### src/rtl/uart_pkg.sv
// Shared types and constants for the UART core: FSM state encodings, oversampling
// constants and the parity helper used by both directions.
package uart_pkg;

  localparam int OVS        = 16;
  localparam int MID_SAMPLE = 8;

  typedef enum logic [2:0] {
    TX_IDLE, TX_START, TX_DATA, TX_PARITY, TX_STOP
  } tx_state_t;

  typedef enum logic [2:0] {
    RX_IDLE, RX_START, RX_DATA, RX_PARITY, RX_STOP
  } rx_state_t;

  // Parity bit that goes on the line: even parity gives 0 for an even number of ones.
  function automatic logic parity_bit(input logic [8:0] data, input logic odd);
    return (^data) ^ odd;
  endfunction

endpackage

### src/rtl/uart_baud_gen.sv
// Oversample tick generator: modulo-CLK_DIV counter with synchronous clear,
// tick high while the counter sits on its terminal value.
module uart_baud_gen #(
  parameter int CLK_DIV = 16
) (
  input  logic clk,
  input  logic reset,
  input  logic clear,
  output logic tick
);

  localparam int CW = $clog2(CLK_DIV);

  logic [CW-1:0] cnt;

  always_ff @(posedge clk) begin
    if (reset || clear) begin
      cnt <= '0;
    end else if (cnt == CW'(CLK_DIV - 1)) begin
      cnt <= '0;
    end else begin
      cnt <= cnt + CW'(1);
    end
  end

  assign tick = (cnt == CW'(CLK_DIV - 1));

endmodule

### src/rtl/uart_core.sv
// Full-duplex UART with 16x oversampled receiver and valid/ready byte ports.
// Optional parity bit enabled by defining UART_PARITY_EN.
module uart_core
  import uart_pkg::*;
#(
  parameter int DATA_W    = 8,
  parameter int STOP_BITS = 1,
  parameter int CLK_DIV   = 16
) (
  input  logic              clk,
  input  logic              reset,
  input  logic              tx_valid,
  output logic              tx_ready,
  input  logic [DATA_W-1:0] tx_data,
  output logic              tx_out,
  input  logic              rx_in,
  output logic              rx_valid,
  input  logic              rx_ready,
  output logic [DATA_W-1:0] rx_data,
  output logic              rx_parity_err,
  output logic              rx_frame_err,
  output logic              rx_overrun
`ifdef UART_PARITY_EN
  ,
  input  logic              parity_odd
`endif
);

  // Handshakes: a word moves only in a clk where valid && ready are both high;
  // valid never waits on ready, and a valid that is not taken has no side effect.

  tx_state_t         tx_state;
  logic [DATA_W-1:0] tx_shreg;
  logic [3:0]        tx_ticks;
  logic [3:0]        tx_bit;
  logic              tx_tick;
  logic              tx_bit_end;
`ifdef UART_PARITY_EN
  logic              tx_par;
`endif

  rx_state_t         rx_state;
  logic [1:0]        rx_sync;
  logic              rx_s;
  logic              rx_prev;
  logic [DATA_W-1:0] rx_shreg;
  logic [3:0]        rx_ticks;
  logic [3:0]        rx_bit;
  logic              rx_tick;
  logic              rx_mid;
  logic              rx_bit_end;
`ifdef UART_PARITY_EN
  logic              rx_par_bit;
`endif

  uart_baud_gen #(.CLK_DIV(CLK_DIV)) u_tx_baud (
    .clk   (clk),
    .reset (reset),
    .clear (tx_state == TX_IDLE),
    .tick  (tx_tick)
  );

  uart_baud_gen #(.CLK_DIV(CLK_DIV)) u_rx_baud (
    .clk   (clk),
    .reset (reset),
    .clear (rx_state == RX_IDLE),
    .tick  (rx_tick)
  );

  assign tx_bit_end = tx_tick && (tx_ticks == 4'(OVS - 1));

  always_ff @(posedge clk) begin
    if (reset) begin
      tx_state <= TX_IDLE;
      tx_out   <= 1'b1;
      tx_ready <= 1'b1;
      tx_shreg <= '0;
      tx_ticks <= '0;
      tx_bit   <= '0;
`ifdef UART_PARITY_EN
      tx_par   <= 1'b0;
`endif
    end else begin
      if (tx_state == TX_IDLE) tx_ticks <= '0;
      else if (tx_tick)        tx_ticks <= tx_ticks + 4'd1;
      case (tx_state)
        TX_IDLE: begin
          if (tx_valid && tx_ready) begin
            tx_shreg <= tx_data;
`ifdef UART_PARITY_EN
            tx_par   <= parity_bit(9'(tx_data), parity_odd);
`endif
            tx_ready <= 1'b0;
            tx_out   <= 1'b0;
            tx_state <= TX_START;
          end
        end
        TX_START: begin
          if (tx_bit_end) begin
            tx_out   <= tx_shreg[0];
            tx_shreg <= tx_shreg >> 1;
            tx_bit   <= '0;
            tx_state <= TX_DATA;
          end
        end
        TX_DATA: begin
          if (tx_bit_end) begin
            if (tx_bit == 4'(DATA_W - 1)) begin
              tx_bit   <= '0;
`ifdef UART_PARITY_EN
              tx_out   <= tx_par;
              tx_state <= TX_PARITY;
`else
              tx_out   <= 1'b1;
              tx_state <= TX_STOP;
`endif
            end else begin
              tx_out   <= tx_shreg[0];
              tx_shreg <= tx_shreg >> 1;
              tx_bit   <= tx_bit + 4'd1;
            end
          end
        end
`ifdef UART_PARITY_EN
        TX_PARITY: begin
          if (tx_bit_end) begin
            tx_out   <= 1'b1;
            tx_state <= TX_STOP;
          end
        end
`endif
        TX_STOP: begin
          if (tx_bit_end) begin
            if (tx_bit == 4'(STOP_BITS - 1)) begin
              tx_ready <= 1'b1;
              tx_state <= TX_IDLE;
            end else begin
              tx_bit <= tx_bit + 4'd1;
            end
          end
        end
        default: tx_state <= TX_IDLE;
      endcase
    end
  end

  assign rx_s       = rx_sync[1];
  assign rx_mid     = rx_tick && (rx_ticks == 4'(MID_SAMPLE - 1));
  assign rx_bit_end = rx_tick && (rx_ticks == 4'(OVS - 1));

  // After the mid-start sample the tick count restarts, so later samples land mid-bit.
  always_ff @(posedge clk) begin
    if (reset) begin
      rx_state     <= RX_IDLE;
      rx_sync      <= 2'b11;
      rx_prev      <= 1'b1;
      rx_shreg     <= '0;
      rx_ticks     <= '0;
      rx_bit       <= '0;
      rx_valid     <= 1'b0;
      rx_data      <= '0;
      rx_frame_err <= 1'b0;
      rx_overrun   <= 1'b0;
`ifdef UART_PARITY_EN
      rx_parity_err <= 1'b0;
      rx_par_bit    <= 1'b0;
`endif
    end else begin
      rx_sync    <= {rx_sync[0], rx_in};
      rx_prev    <= rx_s;
      rx_overrun <= 1'b0;
      if (rx_state == RX_IDLE || (rx_state == RX_START && rx_mid)) rx_ticks <= '0;
      else if (rx_tick)                                           rx_ticks <= rx_ticks + 4'd1;
      if (rx_valid && rx_ready) rx_valid <= 1'b0;
      case (rx_state)
        RX_IDLE: begin
          if (rx_prev && !rx_s) rx_state <= RX_START;
        end
        RX_START: begin
          if (rx_mid) begin
            rx_bit   <= '0;
            rx_state <= rx_s ? RX_IDLE : RX_DATA;
          end
        end
        RX_DATA: begin
          if (rx_bit_end) begin
            rx_shreg <= {rx_s, rx_shreg[DATA_W-1:1]};
            if (rx_bit == 4'(DATA_W - 1)) begin
`ifdef UART_PARITY_EN
              rx_state <= RX_PARITY;
`else
              rx_state <= RX_STOP;
`endif
            end else begin
              rx_bit <= rx_bit + 4'd1;
            end
          end
        end
`ifdef UART_PARITY_EN
        RX_PARITY: begin
          if (rx_bit_end) begin
            rx_par_bit <= rx_s;
            rx_state   <= RX_STOP;
          end
        end
`endif
        RX_STOP: begin
          if (rx_bit_end) begin
            rx_state <= RX_IDLE;
            if (!rx_valid || rx_ready) begin
              rx_data      <= rx_shreg;
              rx_frame_err <= !rx_s;
`ifdef UART_PARITY_EN
              rx_parity_err <= rx_par_bit != parity_bit(9'(rx_shreg), parity_odd);
`endif
              rx_valid     <= 1'b1;
            end else begin
              rx_overrun <= 1'b1;
            end
          end
        end
        default: rx_state <= RX_IDLE;
      endcase
    end
  end

`ifndef UART_PARITY_EN
  assign rx_parity_err = 1'b0;
`endif

endmodule

### config.mk
export PLATFORM = sky130hd
export DESIGN_NAME = uart_core
export DESIGN_NICKNAME = d
export VERILOG_FILES = /design/src/rtl/uart_pkg.sv /design/src/rtl/uart_baud_gen.sv /design/src/rtl/uart_core.sv
export SDC_FILE = /design/constraint.sdc
export NUM_CORES = 1
export LEC_CHECK = 0
export ABC_AREA = 1
export BUFFER_PORTS_ARGS = -buffer_cell sky130_fd_sc_hd__buf_2
export CAP_MARGIN = 20
export CORE_UTILIZATION = 60
export CTS_CLUSTER_DIAMETER = 120
export CTS_CLUSTER_SIZE = 28
export DETAILED_ROUTE_END_ITERATION = 6
export PLACE_DENSITY = 0.88
export SYNTH_ARGS = -nofsm -noshare
export SYNTH_HDL_FRONTEND = slang
export SYNTH_SLANG_ARGS = --single-unit
### constraint.sdc
create_clock -name clk -period 2.5 [get_ports clk]
set_clock_uncertainty 0.15 [all_clocks]
set_input_delay 0.125 -clock clk [delete_from_list [all_inputs] [get_ports clk]]
set_output_delay 0.125 -clock clk [all_outputs]
set_load 0.1 [all_outputs]
==> impl_metrics.json <==
{
  "cp_slowest_cell": "sky130_fd_sc_hd__dfxtp_1",
  "worst_path_dominant_cell_family": "simple AND/OR/NAND/NOR gates",
  "die_y_um": 71.7,
  "p_clk_share_pct": 25.2,
  "power_frac_seq_pct": 35.6,
  "synth-seq-area-share_pct": 42.6,
  "cts_tree": "done",
  "preCtsSetupSlack_ns": 0.631,
  "synth_edf_count": 0,
  "netSwitchingPower_uw": 1400,
  "synth_fp_nets": 426,
  "synth_cell_type_count": 31,
  "max_clock_freq_mhz": 538,
  "intPower_uw": 2030,
  "cp_max_fo": 18,
  "pwr_density_cell_nw_per_um2": 1020,
  "final_common_cell": "sky130_fd_sc_hd__nand2_1",
  "hold_class": "primary input to register",
  "remaining_drc_errors": 0,
  "io_pins": 27,
  "grt_start_max_net_pins": 21,
  "static-leakage-power_uw": 0.00153,
  "totalWireLength_mm": 5.35,
  "rsz_0062_raised_after_global_routing": "no",
  "synth_area_per_cell_sq_um": 7.17,
  "layout_cell_share_with_drive_strength_beyond_1_pct": 15.9,
  "floorplan.die_area_sq_um": 5140,
  "setup-violations-final": 0,
  "outcome": "finished, final reports clean",
  "power.combinational.fraction_pct": 39.1,
  "post-cts-setup-buffers": 0,
  "cts.clk_slew.worst_paths_ns": 0.06,
  "final-hold-violation-count": 0,
  "cp.required_ns": 2.56,
  "aggregate_negative_setup_slack_ns": 0,
  "number_of_vias_per_cell_after_detailed_routing": 5.07,
  "area_growth_pct": 16.1,
  "register_bit_count_reported_by_yosys": 62,
  "synth_ff_type": "sky130_fd_sc_hd__dfxtp_1",
  "first_global_vias": 2355,
  "drtPass1Iterations": 4,
  "first_pass_grt_wire_length_mm": 9.45,
  "routabilityCongestion": 0.807,
  "netlist_instances": 406,
  "clkLatencyLatePin_ns": 0.34,
  "cts_num_sinks": 62,
  "clk_path_buf_depth": 2,
  "worstPathBufferInverterCount": 0,
  "average_routed_wire_per_standard_cell_um": 10.6,
  "dp.final_hpwl_mm": 3.71,
  "crit_path_start_kind": "register",
  "groute.usage.overall_pct": 23.6,
  "initial_utilization_pct": 64.6,
  "ant_nets": 0,
  "diodes_inserted": 0,
  "max-cap-violations": 0,
  "numCtsBuffers": 9,
  "die_width_um": 71.7,
  "nets": 467,
  "timing.critical_path.cells": "ha_1 > nand3_4 > nor2_4 > nand3_2 > o21ai_0 > a21oi_1",
  "cp.arrival_ns": 1.92,
  "antenna_found_initial": 0,
  "core.rowCount": 24,
  "timing.final.crit_period_ns": 1.86,
  "report.final.slew_viol_count": 0,
  "vias": 2557,
  "number_of_drc_markers_after_the_initial_detailed_route_iteration": 86,
  "vdd_drop_max_uv": 556,
  "async_set_reset_flop_share_out_of_synthesis_pct": 0,
  "ys.warnings.count": 0,
  "grt_remaining_overflow": 0,
  "crit_path_end_kind": "register",
  "layout_common_cells": "sky130_fd_sc_hd__nand2_1, sky130_fd_sc_hd__nor2_1, sky130_fd_sc_hd__dfxtp_1, sky130_fd_sc_hd__inv_1, sky130_fd_sc_hd__o21ai_0",
  "period_share_pct": 74.3,
  "worst_slack_ns": 0.642,
  "power.share.switching_pct": 40.7,
  "cts-htree-levels": 3,
  "timing.critical_path.slowest_cell_delay_ns": 0.35,
  "core_sq_um": 4500,
  "synth.cell_area_sq_um": 2910,
  "path_class": "register to register",
  "clock_tree.root_cell": "sky130_fd_sc_hd__clkbuf_8",
  "buffer_ports.inserted": 25
}
## layer usage
metal / vias to the layer above / GRT usage [%] / routed length, um
li1: 1364 / - / -
met1: 1134 / 25.5 / 2340
met2: 49 / 41.3 / 2680
met3: 10 / 8.44 / 230
met4: 0 / 10.5 / 92
met5: - / 0 / 0
## worst paths after layout
check / cells after the start / endpoint / from / slack [ns]
worst max-delay path: 6 / rx_data[1]$_SDFFE_PP0P_ / u_rx_baud.cnt[0]$_SDFF_PP0_ / 0.64
worst max register to register: 6 / rx_data[1]$_SDFFE_PP0P_ / u_rx_baud.cnt[0]$_SDFF_PP0_ / 0.64
worst min-delay path: 6 / tx_out$_SDFFE_PP1P_ / tx_valid / 0.16
worst min register to register: 1 / rx_sync[1]$_SDFF_PP1_ / rx_sync[0]$_SDFF_PP1_ / 0.27
## through the flow
stage / utilization (%) / area (sq um) / hold slack [ns] / cells / power [uW]
floorplan: - / 2910 / 0.0788 / 406 / 2380
global placement: 68.2 / 3070 / 0.164 / 477 / 2520
detailed placement: 68.2 / 3070 / 0.167 / 477 / 2560
CTS: 75.1 / 3380 / 0.137 / 504 / 3440
global route: 75.1 / 3380 / 0.169 / 504 / 3710
finish: 75.1 / 3380 / 0.158 / 504 / 3430
## synth_stat cells, drive strengths merged, types with 4 or more instances
cell | n | share of area, %
xnor2 | 4 | 1.2
a21oi | 28 | 4.8
dfxtp | 62 | 43
or2 | 4 | 0.86
inv | 53 | 6.8
nand4 | 4 | 0.86
xor2 | 5 | 1.5
nand2 | 86 | 12
o21ai | 32 | 5.5
nand3 | 30 | 5.8
ha | 7 | 3.0
buf | 5 | 1.2
nor2 | 75 | 12
## layout make-up
| class | count | area [sq um] |
|---|---|---|
| Multi-Input combinational cell | 283 | 1430 |
| Sequential cell | 62 | 1240 |
| Fill cell | 335 | 1120 |
| Timing Repair Buffer | 38 | 250 |
| Inverter | 53 | 199 |
| Clock buffer | 10 | 138 |
| Tap cell | 52 | 65.1 |
| Clock inverter | 6 | 61.3 |
## power by group through the flow
stage	logic (uW)	registers [uW]	clock network (uW)
after floorplan	1040	1340	0
after global placement	1280	1230	0
after detailed placement	1310	1240	0
after CTS	1340	1220	885
after global routing	1540	1240	934
final	1340	1220	866
## flip-flops by register name (all words and copies together), names as in the netlist, 2 cells and up
register,flops
rx_bit,4
rx_data,8
rx_shreg,8
rx_state,3
rx_sync,2
rx_ticks,4
tx_bit,4
tx_shreg,8
tx_state,3
tx_ticks,4
u_rx_baud.cnt,4
u_tx_baud.cnt,4
## kinds of logic (layout without fill, tap and decap cells)
logic type / Yosys count / after routing / synth area share (%)
compound gates: 61 / 61 / 10.6
xor+xnor: 9 / 9 / 2.71
fa+ha+maj: 7 / 7 / 3.01
buf+inv: 61 / 107 / 8.38
flops: 62 / 62 / 42.6
other cells: 1 / 1 / 0.129
simple gates: 205 / 205 / 32.6
## worst min-delay path, delay by kind of cell
kind,cells,cell delay [ns]
buffers and inverters,1,0.09
AO/OA/AOI/OAI,1,0.10
AND/OR/NAND/NOR,4,0.30
## timing repair
item	in CTS	in global routing
hold buffers	11	0
endpoints found under the hold margin	18	0
gates resized for setup	0	0
Note: power is estimated with default switching activity, not from simulation.
